[src/rtl/riscv_pipe_pkg.sv]
// Shared encodings for the 5-stage pipeline hazard control: result-select,
// forward-select and hazard sequencer state.
package riscv_pipe_pkg;

  localparam logic [1:0] RES_ALU = 2'b00;
  localparam logic [1:0] RES_MEM = 2'b01;
  localparam logic [1:0] RES_PC4 = 2'b10;

  localparam logic [1:0] FWD_RF = 2'b00;
  localparam logic [1:0] FWD_W  = 2'b01;
  localparam logic [1:0] FWD_M  = 2'b10;

  typedef enum logic [1:0] {
    RUN   = 2'd0,
    WAIT  = 2'd1,
    FAULT = 2'd2
  } seq_state_e;

  // x0 is hardwired to zero, so a write to it never produces a forwardable value.
  function automatic logic [1:0] fwd_sel(input logic [4:0] rs,
                                         input logic [4:0] rd_m, input logic we_m,
                                         input logic [4:0] rd_w, input logic we_w);
    if (we_m && (rd_m != 5'd0) && (rd_m == rs))      return FWD_M;
    else if (we_w && (rd_w != 5'd0) && (rd_w == rs)) return FWD_W;
    else                                             return FWD_RF;
  endfunction

endpackage

[src/rtl/forwarding_unit.sv]
// Combinational E-stage operand forwarding selects for both ALU sources.
module forwarding_unit
  import riscv_pipe_pkg::*;
(
  input  logic [4:0] rs1_e_i,
  input  logic [4:0] rs2_e_i,
  input  logic [4:0] rd_m_i,
  input  logic [4:0] rd_w_i,
  input  logic       reg_write_m_i,
  input  logic       reg_write_w_i,
  output logic [1:0] fwd_a_o,
  output logic [1:0] fwd_b_o
);

  assign fwd_a_o = fwd_sel(rs1_e_i, rd_m_i, reg_write_m_i, rd_w_i, reg_write_w_i);
  assign fwd_b_o = fwd_sel(rs2_e_i, rd_m_i, reg_write_m_i, rd_w_i, reg_write_w_i);

endmodule

[src/rtl/hazard_sequencer.sv]
// Pipeline hazard control: forwarding, load-use stall, branch flush and a
// data-memory wait sequencer with timeout. `HAZARD_PERF_EN adds perf counters.
module hazard_sequencer
  import riscv_pipe_pkg::*;
#(
  parameter int MEM_TIMEOUT = 16,
  parameter int CNT_W       = 8
) (
  input  logic       clk,
  input  logic       rst,
  input  logic [4:0] Rs1D,
  input  logic [4:0] Rs2D,
  input  logic [4:0] Rs1E,
  input  logic [4:0] Rs2E,
  input  logic [4:0] RdE,
  input  logic [4:0] RdM,
  input  logic [4:0] RdW,
  input  logic       RegWriteM,
  input  logic       RegWriteW,
  input  logic [1:0] ResultSrcE,
  input  logic       PCSrcE,
  input  logic       MemReqM,
  input  logic       MemReadyM,
  output logic       StallF,
  output logic       StallD,
  output logic       StallE,
  output logic       StallM,
  output logic       FlushD,
  output logic       FlushE,
  output logic       FlushW,
  output logic [1:0] ForwardAE,
  output logic [1:0] ForwardBE,
  output logic       MemErr
`ifdef HAZARD_PERF_EN
  ,
  output logic [31:0] StallCycles,
  output logic [31:0] FlushCount
`endif
);

  localparam logic [CNT_W-1:0] LAST_WAIT = CNT_W'(MEM_TIMEOUT - 1);

  seq_state_e       state_q, state_d;
  logic [CNT_W-1:0] wcnt_q, wcnt_d;
  logic             memerr_q, memerr_d;
  logic [1:0]       fwd_a, fwd_b;
  logic             lw_stall, mem_stall;

  forwarding_unit u_fwd (
    .rs1_e_i       (Rs1E),
    .rs2_e_i       (Rs2E),
    .rd_m_i        (RdM),
    .rd_w_i        (RdW),
    .reg_write_m_i (RegWriteM),
    .reg_write_w_i (RegWriteW),
    .fwd_a_o       (fwd_a),
    .fwd_b_o       (fwd_b)
  );

  assign lw_stall  = (ResultSrcE == RES_MEM) && (RdE != 5'd0) &&
                     ((RdE == Rs1D) || (RdE == Rs2D));
  assign mem_stall = (MemReqM && !MemReadyM) || (state_q == FAULT);
  assign MemErr    = memerr_q;

  // A memory freeze holds every stage; branch and load-use are re-evaluated once it lifts.
  always_comb begin
    StallF    = 1'b0;
    StallD    = 1'b0;
    StallE    = 1'b0;
    StallM    = 1'b0;
    FlushD    = 1'b0;
    FlushE    = 1'b0;
    FlushW    = 1'b0;
    ForwardAE = FWD_RF;
    ForwardBE = FWD_RF;
    if (rst) begin
      FlushD = 1'b1;
      FlushE = 1'b1;
      FlushW = 1'b1;
    end else begin
      ForwardAE = fwd_a;
      ForwardBE = fwd_b;
      if (mem_stall) begin
        StallF = 1'b1;
        StallD = 1'b1;
        StallE = 1'b1;
        StallM = 1'b1;
        FlushW = 1'b1;
      end else begin
        StallF = lw_stall;
        StallD = lw_stall;
        FlushD = PCSrcE;
        FlushE = lw_stall || PCSrcE;
      end
    end
  end

  always_comb begin
    state_d  = state_q;
    wcnt_d   = wcnt_q;
    memerr_d = memerr_q;
    unique case (state_q)
      RUN: begin
        if (MemReqM && !MemReadyM) begin
          state_d = WAIT;
          wcnt_d  = CNT_W'(1);
        end
      end
      WAIT: begin
        // A request that vanishes mid-wait is treated as a completed access.
        if (MemReadyM || !MemReqM) begin
          state_d = RUN;
          wcnt_d  = '0;
        end else if (wcnt_q == LAST_WAIT) begin
          state_d  = FAULT;
          memerr_d = 1'b1;
        end else begin
          wcnt_d = wcnt_q + CNT_W'(1);
        end
      end
      FAULT:   ;
      default: state_d = RUN;
    endcase
  end

  always_ff @(posedge clk or posedge rst) begin
    if (rst) begin
      state_q  <= RUN;
      wcnt_q   <= '0;
      memerr_q <= 1'b0;
    end else begin
      state_q  <= state_d;
      wcnt_q   <= wcnt_d;
      memerr_q <= memerr_d;
    end
  end

`ifdef HAZARD_PERF_EN
  logic [31:0] stall_cycles_q, flush_count_q;

  always_ff @(posedge clk or posedge rst) begin
    if (rst) begin
      stall_cycles_q <= '0;
      flush_count_q  <= '0;
    end else begin
      if (StallF) stall_cycles_q <= stall_cycles_q + 32'd1;
      if (FlushD) flush_count_q  <= flush_count_q + 32'd1;
    end
  end

  assign StallCycles = stall_cycles_q;
  assign FlushCount  = flush_count_q;
`endif

endmodule
[config.mk]
export PLATFORM = sky130hd
export DESIGN_NAME = hazard_sequencer
export DESIGN_NICKNAME = d
export VERILOG_FILES = /design/src/rtl/riscv_pipe_pkg.sv /design/src/rtl/forwarding_unit.sv /design/src/rtl/hazard_sequencer.sv
export SDC_FILE = /design/constraint.sdc
export NUM_CORES = 1
export LEC_CHECK = 0
export CAP_MARGIN = 20
export CORE_AREA = 2 2 54 56
export CTS_BUF_LIST = sky130_fd_sc_hd__clkbuf_8 sky130_fd_sc_hd__clkbuf_16
export DETAILED_ROUTE_END_ITERATION = 10
export DIE_AREA = 0 0 56 58
export HOLD_SLACK_MARGIN = 0.12
export PLACE_DENSITY = 0.83
export SLEW_MARGIN = 20
export SYNTH_ARGS = -nofsm -noshare
export SYNTH_HDL_FRONTEND = slang
export SYNTH_SLANG_ARGS = --single-unit
[constraint.sdc]
create_clock -name clk -period 4.2 [get_ports clk]
set_clock_uncertainty 0.2 [all_clocks]
set_input_delay 0.84 -clock clk [delete_from_list [all_inputs] [get_ports clk]]
set_output_delay 0.84 -clock clk [all_outputs]
set_load 0.05 [all_outputs]
== Word level (Yosys, flattened, before mapping) ==
Index checks and enable logic that the tools add are counted.
Word-level totals
  flip-flop bits (word level): 11
  word-level logic and storage cells: 65
  output and inout bits: 12
  input bits: 44
Operators by class
  add/subtract/negate cells: 1
  muxes and demuxes: 23
  reductions and logical operators: 23
  bitwise operators: 2
  eq/ne operators: 13
Operators by type and width (count)
  equality test 5 bit: 6
  two-way mux 8 bit: 3
  one-hot mux 8 bit (2 select lines): 1
  nonzero test 5 bit: 3
  two-way mux 2 bit: 7
  two-way mux 1 bit: 11
  logical AND 1 bit: 9
  AND reduction 3 bit: 3
  adder 8 x 1 -> 8 bit, second input constant: 1
  equality test 8 x 4 -> 1 bit, second input constant: 1
  != test 3 bit, second input constant: 2
  one-hot mux 2 bit (3 select lines): 1
  equality test 2 x 1 -> 1 bit, second input constant: 2
  logical OR 1 bit: 4
  equality test 2 bit, second input constant: 1
  logical NOT 1 bit: 2
  logical NOT 2 bit: 1
  != test 2 bit, second input constant: 1
  inverter 1 bit: 2
  nonzero test 2 bit: 1

== Longest topological paths before layout ==
  depth in word-level cells: 6
  depth in mapped cells: 5
  mapped depth without buffers: 5

== By module ==
A second synthesis with hierarchy kept.
Second synthesis, totals
  cells, all modules: 131
  area, all modules: 1118.6 µm²
By module, submodules not included
  hazard_sequencer: cells an instance 97, sequential area each 275.3 µm², instances 1, area an instance 860.8 µm²
  forwarding_unit: cells an instance 34, sequential area each 0.0 µm², instances 1, area an instance 257.7 µm²

== Worst setup path before layout ==
OpenSTA, ideal clock, no wires.
  path type: in2out
  from: in rst
  to: out ForwardAE[0]
  data required time: 3160 ps
  path slack: -103 ps
  cell stages on the path: 4
  path buffers: 0
  arrival: 3263 ps
  cells stage by stage: inv_1 -> o211ai_1 -> or4_1 -> nor4_1
Between the ends
  longest elaborated chain between the ends: 1
RTL lines
  start: declaration: line hazard_sequencer.sv:10  | input logic rst,
  two-way mux 2 bit: line hazard_sequencer.sv:76  | if (rst) begin
  end: declaration: line hazard_sequencer.sv:31  | output logic [1:0] ForwardAE,
Every way passes these cells.

== Worst setup path after layout ==
  from: in RdM[0]
  to: out ForwardBE[1]
Between the ends
  longest elaborated chain between the ends: 5
  elaborated cells on any way between the ends: 6
  classes of those cells: eq/ne (1); mux (2); reduce/logical (3)
RTL lines
  start: declaration: line hazard_sequencer.sv:16  | input logic [4:0] RdM,
  nonzero test 5 bit: line riscv_pipe_pkg.sv:23  | if (we_m && (rd_m != 5'd0) && (rd_m == rs)) return FWD_M;
  logical AND 1 bit: line riscv_pipe_pkg.sv:23
  logical AND 1 bit (*): line riscv_pipe_pkg.sv:23
  two-way mux 2 bit (*): line riscv_pipe_pkg.sv:23
  two-way mux 2 bit (*): line hazard_sequencer.sv:76
  end: declaration: line hazard_sequencer.sv:32  | output logic [1:0] ForwardBE,
Mark *: on every way between the ends. The rest lies on a longest branch, timed or not.

==> summary.txt <==
CTS tree - built
Final net count - 236
Total Routing Usage GR - 20.0%
Core area - 0.00266 mm^2
Avg Inst Size Synth - 8.25 um^2
Vias in the first global route - 1,187
Cell count after synthesis - 133
Starting DRT DRC Count - 41
Antenna-violating nets left - 0
Max clock buf depth - 2
Wire per inst - 14.4 um
Ant. Diodes - 0
Remaining global-route overflow - 0
Hold WC Path Type - flip-flop to flip-flop
Final wirelength - 3180 um
CP Max Fanout - 4
Post-route cell area - 0.00173 mm^2
Syn Nets - 178
Yosys Warn Count - 0
Share of layout cells above drive strength 1 - 10.0%
Root buffer cell - clkbuf_8
Maximum vdd drop - 0.000175 V
Synth async-reset ratio - 100%
Vias per cell - 5.43
Synthesized area - 0.00110 mm^2
Setup CP Type - input pin to output port
Final setup viols - 0
# IOs - 56
LEAKAGE - 0.696 nW
Starting Density - 41.2%
Final core occ - 65.1%
Setup crit start kind - input pin
Setup TNS - 0 ps
Die H - 58 um
Placed instance area - 0.00169 mm^2
Power Dens Cells - 204 mW/mm^2
Area delta synth->final - 57.9%
Post-CTS Setup Bufs - 0
Seq cells post-synth - 11
Final setup margin - 215 ps
Worst Setup End Kind - output port
Max Cap Viol - 0
Post-Place Setup Slack - 218 ps
CTS Buf Count - 3
Chip width - 56 um
Post_cts resized - 0
Normalized max-slew margin - 60.7%
Final Slew Violations - 0
Die ar. - 0.00325 mm^2
R2r worst-path depth - 4
CP required - 3160 ps
Hold Crit Depth - 1
Worst Tran Pin Value - 583 ps
Fin crit share - 94.9%
Outcome - complete, no violations
# port buffers - 55
Placer Congestion - 0.855
Minimum clock period - 3980 ps
First-pass GRT wire length - 5100 um
Initial antenna violation count - 0
TritonCTS Sinks - 11
Area fraction of the dominant cell type after synthesis - 25.1%
Hpwl dp - 2670 um
Pin count of the biggest net entering global routing - 14
Fmax - 251 MHz
DRC viols - 0
DRT Pass-1 Iters - 4
# rows - 19
Post-synthesis sequential area ratio - 25.1%
Top_reg_cell synth - dfrtp_1
H-tree levels - 1
Later-pin clock latency in the skew report - 250 ps
Netlist cell types - 38
Worst-path clk slew - 50 ps
RSZ-0062 raised after global routing - false
Fin. Hold Viols - 0
Largest area contributor in the netlist - dfrtp_1
DR vias - 1,201
Hold_buf cts - 0
Ranking of synthesized cells by area - dfrtp_1 25%, xor2_1 16%, xnor2_1 10%
Post-synth EDFFs - 0
Arrival time at the worst endpoint - 2940 ps
[Yosys cell counts, drive strengths merged, types with 2 or more instances]
cell and instances:
xor2 20, xnor2 13, dfrtp 11, nand2 11, nor2 9, o21ai 8
nor3 7, a21oi 5, inv 5, nand3 5, or4 5, buf 4
nor4 4, mux2i 3, nand2b 3, nor2b 2
[placed cells by master, fill, tap and decap left out, types with 2 or more instances in the layout]
cell type and count:
nor4_2 2, buf_12 2, nor4_1 2, xnor2_1 13
clkdlybuf4s50_1 47, mux2i_1 3, inv_1 6, dfrtp_1 11
nor2_1 9, nand2_1 11, nor3_1 7, o21ai_0 5
buf_4 8, nand2b_1 3, clkbuf_8 3, nor2b_1 2
a21oi_1 4, nand3_1 5, or4_1 5, o21ai_1 3
xor2_1 20
[final cells by class]
| type | instances | area, um^2 |
|---|---|---|
| fill | 234 | 930 |
| multi-input combinational | 113 | 785 |
| timing repair buffer | 57 | 571 |
| sequential | 11 | 275 |
| clock buffer | 3 | 41.3 |
| tap | 31 | 38.8 |
| inverter | 5 | 18.8 |
| clock inverter | 1 | 3.75 |
[through the flow]
stage | power, mW | cells | hold WS (ps)
detailed placement | 0.248 | 217 | 255
finish | 0.353 | 221 | 264
CTS | 0.356 | 221 | 272
floorplan | 0.180 | 133 | 312
global placement | 0.243 | 217 | 256
global route | 0.369 | 221 | 288
[final timing paths]
check                                            start               endpoint  slack [ps]
worst max-delay path                            RdM[0]           ForwardBE[1]         220
worst min-delay path                MemErr$_DFFE_PP0P_     MemErr$_DFFE_PP0P_         260
min in group asynchronous                          rst  wcnt_q[3]$_DFFE_PP0P_         900
max in group asynchronous                          rst  wcnt_q[2]$_DFFE_PP0P_        2740
worst max register to register  state_q[0]$_DFFE_PP0P_  wcnt_q[0]$_DFFE_PP0P_        2230
worst min register to register      MemErr$_DFFE_PP0P_     MemErr$_DFFE_PP0P_         260
[registers in the layout, summed over array words and instances, names as in the netlist]
register,count
state_q,2
MemErr,1
wcnt_q,8
[metal layers]
metal,part of all wire [%],GRT usage (%),routed length (um),vias up
li1,-,-,-,590
met1,38,19.9,1190,549
met2,53,38.5,1670,57
met3,8.1,5.36,258,5
met4,1.8,9.52,57,0
met5,0,0,0,-
[where the power goes]
part	switching, mW	internal [mW]	total, mW
combinational	0.0613	0.0687	0.130
sequential	0.00578	0.110	0.115
clock	0.0431	0.0644	0.108
total	0.110	0.243	0.353
[kinds of logic after synthesis]
group,share of synthesized area [%]
mux,2.74
xor+xnor,26.3
fa+ha+maj,1.14
simple gates,27.5
buf+inv,4.56
compound gates,12.7
flops,25.1
[worst max-delay path, cell delays in order]
cell             delay [ps]
clkdlybuf4s50_1         470
or4_1                   540
o21ai_1                 270
nor4_1                  110
clkdlybuf4s50_1         710
Power figures use the tool's default switching activity.
